**src/rtl/present_key_schedule_pkg.sv**
```systemverilog
// Shared types and constants for the PRESENT round-key generator.
package present_key_schedule_pkg;

    // Controller states: waiting for a key, or streaming round keys.
    typedef enum logic {
        IDLE = 1'b0,
        RUN  = 1'b1
    } state_t;

    // Number of round keys emitted per loaded user key.
    localparam int ROUND_KEYS = 32;
    // Width of each emitted round key.
    localparam int RK_WIDTH   = 64;
    // Left-rotation distance applied to the key register on every update.
    localparam int ROT_AMT    = 61;

endpackage

```
**src/rtl/present_sbox.sv**
```systemverilog
// PRESENT 4-bit substitution box, purely combinational.
module present_sbox (
    input  logic [3:0] din,
    output logic [3:0] dout
);

    // Fixed PRESENT S-box lookup.
    always_comb begin
        dout = 4'h0;
        case (din)
            4'h0: dout = 4'hC;
            4'h1: dout = 4'h5;
            4'h2: dout = 4'h6;
            4'h3: dout = 4'hB;
            4'h4: dout = 4'h9;
            4'h5: dout = 4'h0;
            4'h6: dout = 4'hA;
            4'h7: dout = 4'hD;
            4'h8: dout = 4'h3;
            4'h9: dout = 4'hE;
            4'hA: dout = 4'hF;
            4'hB: dout = 4'h8;
            4'hC: dout = 4'h4;
            4'hD: dout = 4'h7;
            4'hE: dout = 4'h1;
            4'hF: dout = 4'h2;
            default: dout = 4'h0;
        endcase
    end

endmodule

```
**src/rtl/present_key_schedule.sv**
```systemverilog
// PRESENT key schedule: loads an 80- or 128-bit user key on start and
// streams the 32 round keys K1..K32 over a valid/ready interface.
module present_key_schedule
    import present_key_schedule_pkg::*;
#(
    parameter int KEY_WIDTH = 80
) (
    input  logic                 clk,
    input  logic                 rst_n,
    input  logic                 start,
    input  logic [KEY_WIDTH-1:0] key_in,
    output logic                 busy,
    output logic                 rk_valid,
    input  logic                 rk_ready,
    output logic [RK_WIDTH-1:0]  rk_data,
    output logic [4:0]           rk_idx,
    output logic                 rk_last
);

    localparam logic [4:0] LAST_IDX = 5'(ROUND_KEYS - 1);

    state_t               state_reg, state_next;
    logic [KEY_WIDTH-1:0] key_reg, key_next;
    logic [KEY_WIDTH-1:0] rot_key, upd_key;
    logic [4:0]           idx_reg, idx_next;
    logic [4:0]           rcon;
    logic                 handshake;

    // Valid is a pure function of state so it never waits on rk_ready.
    assign rk_valid  = (state_reg == RUN);
    assign busy      = rk_valid;
    assign rk_last   = rk_valid && (idx_reg == LAST_IDX);
    assign rk_data   = key_reg[KEY_WIDTH-1 -: RK_WIDTH];
    assign rk_idx    = idx_reg;
    assign handshake = rk_valid && rk_ready;

    // Round counter mixed into the key is the index of the key being produced next.
    assign rcon    = idx_reg + 5'd1;
    assign rot_key = (key_reg << ROT_AMT) | (key_reg >> (KEY_WIDTH - ROT_AMT));

    generate
        if (KEY_WIDTH == 80) begin : g_k80
            logic [3:0] sb_out;
            present_sbox u_sbox (
                .din  (rot_key[79:76]),
                .dout (sb_out)
            );
            assign upd_key = {sb_out, rot_key[75:20], rot_key[19:15] ^ rcon, rot_key[14:0]};
        end else if (KEY_WIDTH == 128) begin : g_k128
            logic [7:0] sb_out;
            for (genvar gi = 0; gi < 2; gi++) begin : g_sbox
                present_sbox u_sbox (
                    .din  (rot_key[127-4*gi -: 4]),
                    .dout (sb_out[7-4*gi -: 4])
                );
            end
            assign upd_key = {sb_out, rot_key[119:67], rot_key[66:62] ^ rcon, rot_key[61:0]};
        end else begin : g_bad_width
            $error("present_key_schedule: KEY_WIDTH must be 80 or 128");
        end
    endgenerate

    // Next-state logic: load on start in IDLE, advance one key per handshake in RUN.
    always_comb begin
        state_next = state_reg;
        key_next   = key_reg;
        idx_next   = idx_reg;
        case (state_reg)
            IDLE: begin
                if (start) begin
                    key_next   = key_in;
                    idx_next   = '0;
                    state_next = RUN;
                end
            end
            RUN: begin
                if (handshake) begin
                    if (rk_last) begin
                        // Final key consumed: stop without touching key or index.
                        state_next = IDLE;
                    end else begin
                        key_next = upd_key;
                        idx_next = rcon;
                    end
                end
            end
            default: state_next = IDLE;
        endcase
    end

    // State, key and index registers with asynchronous clear.
    always_ff @(posedge clk or negedge rst_n) begin
        if (!rst_n) begin
            state_reg <= IDLE;
            key_reg   <= '0;
            idx_reg   <= '0;
        end else begin
            state_reg <= state_next;
            key_reg   <= key_next;
            idx_reg   <= idx_next;
        end
    end

endmodule

```
**config.mk**
```make
export PLATFORM = sky130hd
export DESIGN_NAME = present_key_schedule
export DESIGN_NICKNAME = d
export VERILOG_FILES = /design/src/rtl/present_key_schedule_pkg.sv /design/src/rtl/present_sbox.sv /design/src/rtl/present_key_schedule.sv
export SDC_FILE = /design/constraint.sdc
export NUM_CORES = 1
export LEC_CHECK = 0
export ABC_CLOCK_PERIOD_IN_PS = 2600
export BUFFER_PORTS_ARGS = -buffer_cell sky130_fd_sc_hd__buf_2
export CAP_MARGIN = 20
export CORE_ASPECT_RATIO = 1.1
export CORE_MARGIN = 5
export CORE_UTILIZATION = 51
export DETAILED_ROUTE_END_ITERATION = 6
export GPL_TIMING_DRIVEN = 0
export PLACE_DENSITY = 0.77
export SLEW_MARGIN = 0
export SYNTH_ARGS = -nofsm -noshare
export SYNTH_HDL_FRONTEND = slang
export SYNTH_SLANG_ARGS = --single-unit
```
**constraint.sdc**
```tcl
create_clock -name clk -period 2.6 [get_ports clk]
set_clock_uncertainty 0.2 [all_clocks]
set_input_delay 0.26 -clock clk [delete_from_list [all_inputs] [get_ports clk]]
set_output_delay 0.26 -clock clk [all_outputs]
set_load 0.01 [all_outputs]
```
==> results of run 1 <==
[power by group]
group	leakage, nW	internal (mW)	switching, mW
Clock	0.103	0.477	0.516
Combinational	2.56	1.27	1.06
Sequential	1.12	1.76	0.397
[cell type report]
| type | count | area [um2] |
|---|---|---|
| Multi-Input combinational cell | 284 | 1989 |
| Clock inverter | 6 | 68.82 |
| Inverter | 9 | 33.78 |
| Clock buffer | 10 | 137.6 |
| Buffer | 104 | 679.4 |
| Sequential cell | 86 | 2152 |
| Fill cell | 714 | 2638 |
| Timing Repair Buffer | 226 | 1506 |
| Tap cell | 117 | 146.4 |
[cells by family after synthesis]
family / synth area share [%]
fa+ha+maj: 1.805
xor+xnor: 1.444
simple gates: 10.58
flops: 44.36
mux: 16.61
compound gates: 10.58
buf+inv: 14.62
[synthesized netlist by cell type, drive strengths merged]
master / count / share of area, %
a21oi: 5 / 0.52
nand2: 1 / 0.077
nand2b: 4 / 0.52
xnor2: 6 / 1.1
nand3: 78 / 8.0
and3b: 2 / 0.36
a41oi: 1 / 0.18
a31oi: 1 / 0.13
clkbuf: 16 / 1.2
a22o: 4 / 0.72
a22oi: 1 / 0.26
o211ai: 1 / 0.15
xor2: 2 / 0.36
o221ai: 3 / 0.54
a32oi: 1 / 0.18
mux2i: 73 / 15
and2: 2 / 0.26
inv: 8 / 0.62
nand3b: 2 / 0.39
clkinv: 1 / 0.077
nor2b: 1 / 0.13
o21ai: 75 / 7.7
or3: 1 / 0.13
and3: 1 / 0.13
nor2: 5 / 0.39
nor3b: 1 / 0.15
o21bai: 1 / 0.15
mux2: 4 / 1.1
buf: 88 / 13
mux4: 1 / 0.46
dfrtp: 86 / 44
ha: 7 / 1.8
[critical path: cells and delay by family, from the launching register on]
kind          cells  cell delay [ns]
flops             1             0.47
fa+ha+maj         2             0.45
simple gates      3             0.64
mux               1             0.29
buf+inv           2             0.30
[timing repair]
item,in CTS,in global routing
hold buffers,70,0
gates resized for setup,0,7
setup endpoints to repair,0,10
hold endpoints to repair,154,0
setup buffers,0,0
[routing by layer]
layer  part of all wire, %  vias up  global-route usage, %
met2                    51      239                  47.28
met5                     0        -                      0
met1                    37     2237                  33.69
met4                   4.1        0                  15.03
li1                      -     2108                      -
met3                   8.1       57                  4.537
[per-stage QoR]
stage	instances	utilization [%]	setup WS [ns]	area, um2
global placement	755	61.73	0.1736	5773
floorplan	483	-	0.2993	4851
detailed placement	756	62.06	0.1267	5803
finish	842	71.80	0.1251	6714
CTS	842	71.76	0.1006	6710
global route	842	71.80	0.002526	6714
[worst max-delay path by stage]
stage	from	depth (start not counted)	to	slack, ns
finish	rk_idx[0]	8	key_reg[19]	0.13
global route	rk_idx[0]	8	key_reg[5]	0.003
CTS	rk_idx[0]	8	key_reg[53]	0.10
detailed placement	rk_idx[0]	8	key_reg[53]	0.13
global placement	rk_idx[0]	8	key_reg[19]	0.17
floorplan	rk_idx[0]	8	key_reg[16]	0.30
==> results_dict.tcl, run 1 <==
set metrics [dict create \
    status "finished, final reports clean" \
    route.detailed.drc 0 \
    ys_seq_area_share_pct 44.36 \
    track_usage_pct 28.04 \
    fp.dieH_um 112.3 \
    cpPeakStageDelay_ns 0.47 \
    place_congestion 0.8677 \
    power_density_nw_per_um2 817.6 \
    pin_count 156 \
    p_total_mw 5.489 \
    areaGrowthSynthToFinish_pct 38.41 \
    fp.dieW_um 103.0 \
    yosysWarnings 0 \
    final_common_cell "buf_2" \
    wl_um 15750 \
    rsz0062_at_grt "no" \
    hold_ws_ns 0.002423 \
    hpwl_um 10500 \
    clock-sinks 86 \
    grt_pass1_vias 5004 \
    hold_start "key_in[18]" \
    fp-row-count 37 \
    tns_ns 0 \
    synth.net_count 574 \
    slew-limit-headroom_pct 56.42 \
    cap_viol_max_count 0 \
    regToRegEndpoint "key_reg[19]" \
    reg2reg_from "rk_idx[0]" \
    clkTransAtPathRegs_ns 0.09 \
    setup_viol 0 \
    root_buffer "clkbuf_8" \
    syn_area_per_cell_um2 10.04 \
    grt_start_max_net_pins 71 \
    coreArea_um2 9351 \
    worst_setup_path_end_kind "flip-flop" \
    grt_antenna_before_repair 0 \
    min_period_ns 2.475 \
    start_util_pct 51.87 \
    reg2reg_slack_ns 0.13 \
    syn-cell-area_um2 4851 \
    vdd_ir_drop_max_mv 0.5260 \
    path_class "flip-flop to flip-flop" \
    route.vias.total 4641 \
    grt_pass1_wl_um 24820 \
    fin_crit_sh_pct 95.19 \
    cts_tree "done" \
    via_per_inst 5.512 \
    clk_path_buf_depth 2 \
    gr-total-overflow 0 \
    cp_slowest_cell "dfrtp_1" \
    first_iter_violations 273 \
    start_kind "flip-flop" \
    clkLatencyLatePin_ns 0.38 \
    drive_gt1_share_pct 36.69 \
    drv_slew 0 \
    io_buffers 155 \
    reg2reg_depth 8 \
    hold_path_depth 3 \
    path_common_cell "ha_1" \
    die_area_um2 11560 \
    htreeDepth 3 \
    n_antenna_cell 0 \
    hold_viol 0 \
    ant_nets 0 \
    largest_reg_flops 80 \
    hold_class "primary input to flip-flop" \
    ys_seq_elements 86 \
    wl_per_cell_um 18.70 \
    fin_nets 811 \
    final_cell_mix "172 x buf_2, 86 x dfrtp_1, 78 x nand3_1" \
    cp.required_ns 2.66 \
    cts_buffers 9 \
    crit_path_cell_trace "ha_1 > and3_1 > ha_1 > nand3b_2 > and2_1 > buf_2 > buf_6 > mux2_4" \
    syn_inst 483 \
    p_leak_nw 3.786 \
    drt_first_pass_iters 7 \
    worstPathArrival_ns 2.54 \
    holdPathEnd "key_reg[18]" \
    fmax_ghz 0.4041 \
    crit_fanout 10 \
    tightestPinTransition_ns 0.6537 \
    yosysUniqueCellTypes 37 \
]
(Power assumes the default switching activity.)
==> run 2, diff against run 1 <==
Settings changed: ABC_CLOCK_PERIOD_IN_PS 2600 to 2700, MAX_ROUTING_LAYER set to met4.
Clock period 2.6 ns to 2.7 ns, I/O delays scaled along.
==> run 2 against run 1 <==
  * Utilization is 0.58 points lower
  * Combinational power is 4% lower
  * Setup slack better by 0.049 ns
  * Critical path depth unchanged
  * Global-route usage increased by 0.45 points
  * Register-to-register slack improved by 0.05 ns
  * Largest power group unchanged
  * Sequential share of layout area is 0.26 points higher
  * Non-clock buffer count decreased by 5
  * Highest routed layer unchanged
  * Worst hold slack improved by 0.0038 ns
  * Count of clock-buffer cells in the layout is the same
  * Design area fell by 0.80%
  * Flip-flop and latch count did not move
==> results_dict.tcl, run 2 (synthesis results as in run 1) <==
set metrics [dict create \
    dp_worst_setup_slack_ns 0.2267 \
    place_congestion 0.8818 \
    p_comb_share_pct 42.5 \
    via_per_inst 5.496 \
    hold_viol 0 \
    hold_class "primary input to flip-flop" \
    first_iter_violations 243 \
    status "finished, final reports clean" \
    worstPathArrival_ns 2.62 \
    cap_viol_max_count 0 \
    dpl_cell_area_um2 5803 \
    netSwitchingPower_mw 1.892 \
    vdd_ir_drop_max_mv 0.5204 \
    clockPowerShare_pct 18.0 \
    setup_viol 0 \
    clkLatencyLatePin_ns 0.37 \
    crit_fanout 10 \
    fmax_ghz 0.3959 \
    htreeDepth 3 \
    fin_crit_sh_pct 93.54 \
    gr-total-overflow 0 \
    coreArea_um2 9351 \
    grt_start_max_net_pins 71 \
    final_cell_mix "172 x buf_2, 86 x dfrtp_1, 78 x nand3_1" \
    final_common_cell "buf_2" \
    power_density_nw_per_um2 790.9 \
    cts_buffers 9 \
    drive_gt1_share_pct 36.53 \
    die_area_um2 11560 \
    grt_antenna_before_repair 0 \
    intPower_mw 3.375 \
    start_kind "flip-flop" \
    fp.dieH_um 112.3 \
    wl_um 15570 \
    seqCellArea_um2 2152 \
    tightestPinTransition_ns 0.7050 \
    wl_per_cell_um 18.60 \
    tns_ns 0 \
    power.share.sequential_pct 39.5 \
    pin_count 156 \
    multi_input_area_um2 1989 \
    drv_slew 0 \
    start_util_pct 51.87 \
    drt_first_pass_iters 5 \
    track_usage_pct 28.48 \
    clock-sinks 86 \
    hpwl_um 10500 \
    areaGrowthSynthToFinish_pct 37.30 \
    cts_tree "done" \
    n_fill_cell 716 \
    fp-row-count 37 \
    path_class "flip-flop to flip-flop" \
    rsz0062_at_grt "no" \
    p_leak_nw 3.756 \
    n_antenna_cell 0 \
    route.vias.total 4600 \
    clkTransAtPathRegs_ns 0.09 \
    io_buffers 155 \
    fp.dieW_um 103.0 \
    hold_ws_ns 0.006249 \
    finish.instance_area_um2 6660 \
    p_sw_share_pct 35.93 \
    root_buffer "clkbuf_8" \
    min_period_ns 2.526 \
    setup_ws_ns 0.1743 \
    grt_pass1_wl_um 24600 \
    route.detailed.drc 0 \
    clk_path_buf_depth 2 \
    ant_nets 0 \
    cp.required_ns 2.79 \
    slew-limit-headroom_pct 53.00 \
    largest_reg_flops 80 \
    worst_setup_path_end_kind "flip-flop" \
    grt_pass1_vias 4907 \
    fin_nets 806 \
]
==> run 2: cell count changes in the layout (fill, tap and decap cells not counted), sizes merged <==
cell         previous run  this run
clkbuf                 25        26
buf                   245       244
dlygate4sd3            70        65
==> run 2: through the flow <==
step                power (mW)  util, %  instances
floorplan                3.472        -        483
finish                   5.267    71.22        837
detailed placement       4.223    62.06        756
CTS                      5.239    71.22        837
global route             5.585    71.22        837
global placement         4.143    61.73        755
==> run 2: routing by layer <==
layer | share of wire [%] | track usage (%)
met3 | 6.3 | 4.164
met5 | 0 | -
met1 | 39 | 33.94
met2 | 51 | 46.56
met4 | 3.6 | 14.08
==> run 2: area by class of cell <==
type	count	area share (%)
multi-input combinational	284	29.87
inverter	9	0.5072
tap	117	2.198
clock inverter	6	1.033
buffer	104	10.14
sequential	86	32.31
timing repair buffer	221	21.87
clock buffer	10	2.067
==> run 2: final timing paths <==
| check | from | end | slack [ns] | cells after the start |
|---|---|---|---|---|
| worst max-delay path | rk_idx[0] | key_reg[53] | 0.17 | 8 |
| worst min-delay path | key_in[65] | key_reg[65] | 0.006 | 3 |
| worst max register to register | rk_idx[0] | key_reg[53] | 0.17 | 8 |
| worst min register to register | key_reg[9] | key_reg[9] | 0.32 | 2 |
| max in group asynchronous | rst_n | key_reg[50] | 1.55 | 3 |
| min in group asynchronous | rst_n | key_reg[22] | 0.11 | 2 |
==> run 2: power by group through the flow <==
stage               Clock [mW]  Combinational (mW)  Sequential [mW]
floorplan                    0                1.49             1.98
global placement             0                2.07             2.07
detailed placement           0                2.14             2.09
CTS                      0.959                2.22             2.07
global route              1.01                2.44             2.13
finish                   0.950                2.24             2.08
==> run 2: what timing repair did <==
action / 4_1_cts / 5_1_grt
setup buffers: 0 / 0
hold buffers: 65 / 0
hold endpoints to repair: 149 / 0
gates resized for setup: 0 / 0
==> run 2: critical path, cell delays in order (launching register included) <==
cell and delay (ns):
dfrtp_1 0.48, ha_1 0.26, and3_1 0.19, ha_1 0.19
nand3b_2 0.26, and2_1 0.19, buf_2 0.15, clkbuf_1 0.28
o21ai_1 0.24
==> run 3, diff against run 2 <==
Settings changed: SETUP_SLACK_MARGIN set to 0.3.
==> run 3 against run 2 <==
  * Clock power decreased by 0.4%
  * Global-route usage increased by 0.11 points
  * Design area grew 0.39%
  * Flip-flop and latch count is the same
  * Critical path type unchanged
  * Critical endpoint is now key_reg[16]
  * Largest power group unchanged
==> results_dict.tcl, run 3 (synthesis results as in run 1) <==
set metrics [dict create \
    hold_path_depth 3 \
    clkLatencyLatePin_ns 0.37 \
    hold_viol 0 \
    root_buffer "clkbuf_8" \
    ant_nets 0 \
    drt_first_pass_iters 5 \
    wl_per_cell_um 18.61 \
    fin_crit_sh_pct 85.13 \
    fp.dieH_um 112.3 \
    io_buffers 155 \
    clock-sinks 86 \
    via_per_inst 5.470 \
    hold_class "primary input to flip-flop" \
    grt_pass1_wl_um 24700 \
    reg2reg_depth 8 \
    start_util_pct 51.87 \
    vdd_ir_drop_max_mv 0.5156 \
    fmax_ghz 0.4351 \
    drive_gt1_share_pct 37.73 \
    crit_fanout 10 \
    cap_viol_max_count 0 \
    dp_cells 756 \
    pin_count 156 \
    n_fill_cell 711 \
    place_congestion 0.8818 \
    first_iter_violations 255 \
    final_common_cell "buf_2" \
    worst_setup_path_end_kind "flip-flop" \
    hold_ws_ns 0.01512 \
    worstPathArrival_ns 2.36 \
    hold_start "key_in[65]" \
    reg2reg_slack_ns 0.40 \
    hpwl_um 10500 \
    htreeDepth 3 \
    die_area_um2 11560 \
    p_total_mw 5.275 \
    cts_buffers 9 \
    areaGrowthSynthToFinish_pct 37.84 \
    p_leak_nw 3.781 \
    final_cell_mix "173 x buf_2, 85 x dfrtp_1, 78 x nand3_1" \
    dp_worst_setup_slack_ns 0.2267 \
    setup_ws_ns 0.4015 \
    wl_um 15600 \
    clkTransAtPathRegs_ns 0.09 \
    start_kind "flip-flop" \
    fp.dieW_um 103.0 \
    n_antenna_cell 0 \
    min_period_ns 2.299 \
    path_class "flip-flop to flip-flop" \
    slew-limit-headroom_pct 52.47 \
    holdPathEnd "key_reg[65]" \
    fp-row-count 37 \
    route.vias.total 4584 \
    grt_antenna_before_repair 0 \
    largest_reg_flops 80 \
    grt_start_max_net_pins 71 \
    setup_viol 0 \
    gr-total-overflow 0 \
    power_density_nw_per_um2 789.0 \
    regToRegEndpoint "key_reg[16]" \
    cp.required_ns 2.76 \
    clk_path_buf_depth 2 \
    route.detailed.drc 0 \
    fin_nets 807 \
    tns_ns 0 \
    reg2reg_from "rk_idx[0]" \
    coreArea_um2 9351 \
    rsz0062_at_grt "yes" \
    track_usage_pct 28.59 \
    drv_slew 0 \
    cts_tree "done" \
    final_cells 838 \
    grt_pass1_vias 4938 \
    status "finished, final reports clean" \
    tightestPinTransition_ns 0.7129 \
]
## run 3: worst max-delay path, cell delays in order (launching register included)
cell      delay, ns
dfrtp_2        0.42
ha_1           0.22
and3_1         0.19
ha_1           0.20
nand3b_4       0.18
and2_1         0.17
buf_2          0.15
buf_6          0.15
mux2_4         0.29
## run 3: where the power goes
part           total [mW]  switching [mW]  internal, mW
sequential           2.08           0.382          1.70
clock               0.946           0.487         0.459
combinational        2.25            1.03          1.23
total                5.28            1.89          3.38
## run 3: stage by stage
step	utilization, %	instance area (um2)
after floorplan	-	4851
after global placement	61.73	5773
final	71.50	6686
after CTS	71.34	6671
after detailed placement	62.06	5803
after global routing	71.50	6686
## run 3: what timing repair did
| action | CTS | global route |
|---|---|---|
| endpoints found under the hold margin | 149 | 0 |
| buffers inserted | 1 | 0 |
| hold buffers | 65 | 0 |
| endpoints found under the setup margin | 37 | 57 |
| cloned | 0 | 0 |
| gates resized for setup | 3 | 12 |
| pin swaps | 0 | 0 |
## run 3: worst max-delay path by stage
stage                          from          end  slack [ns]  cells after the start
after detailed placement  rk_idx[0]  key_reg[53]        0.23                      8
after floorplan           rk_idx[0]  key_reg[16]        0.40                      8
after CTS                 rk_idx[0]  key_reg[19]        0.33                      8
after global placement    rk_idx[0]  key_reg[19]        0.27                      8
final                     rk_idx[0]  key_reg[16]        0.40                      8
after global routing      rk_idx[1]  key_reg[77]        0.28                      9
## run 3: area by class of cell
type / instances / area, um2 / share of cell area, %
multi-input combinational: 284 / 1998 / 29.88
timing repair buffer: 222 / 1464 / 21.89
sequential: 86 / 2153 / 32.20
clock inverter: 6 / 68.82 / 1.029
tap: 117 / 146.4 / 2.189
clock buffer: 10 / 137.6 / 2.058
inverter: 9 / 33.78 / 0.5052
buffer: 104 / 684.4 / 10.24
## run 3: per-layer routing
| layer | part of all wire [%] | routed length (um) | track usage [%] |
|---|---|---|---|
| met2 | 51 | 7990 | 46.94 |
| met3 | 7.0 | 1099 | 4.164 |
| met5 | 0 | 0 | - |
| met1 | 38 | 5968 | 34.11 |
| met4 | 3.5 | 539 | 13.64 |
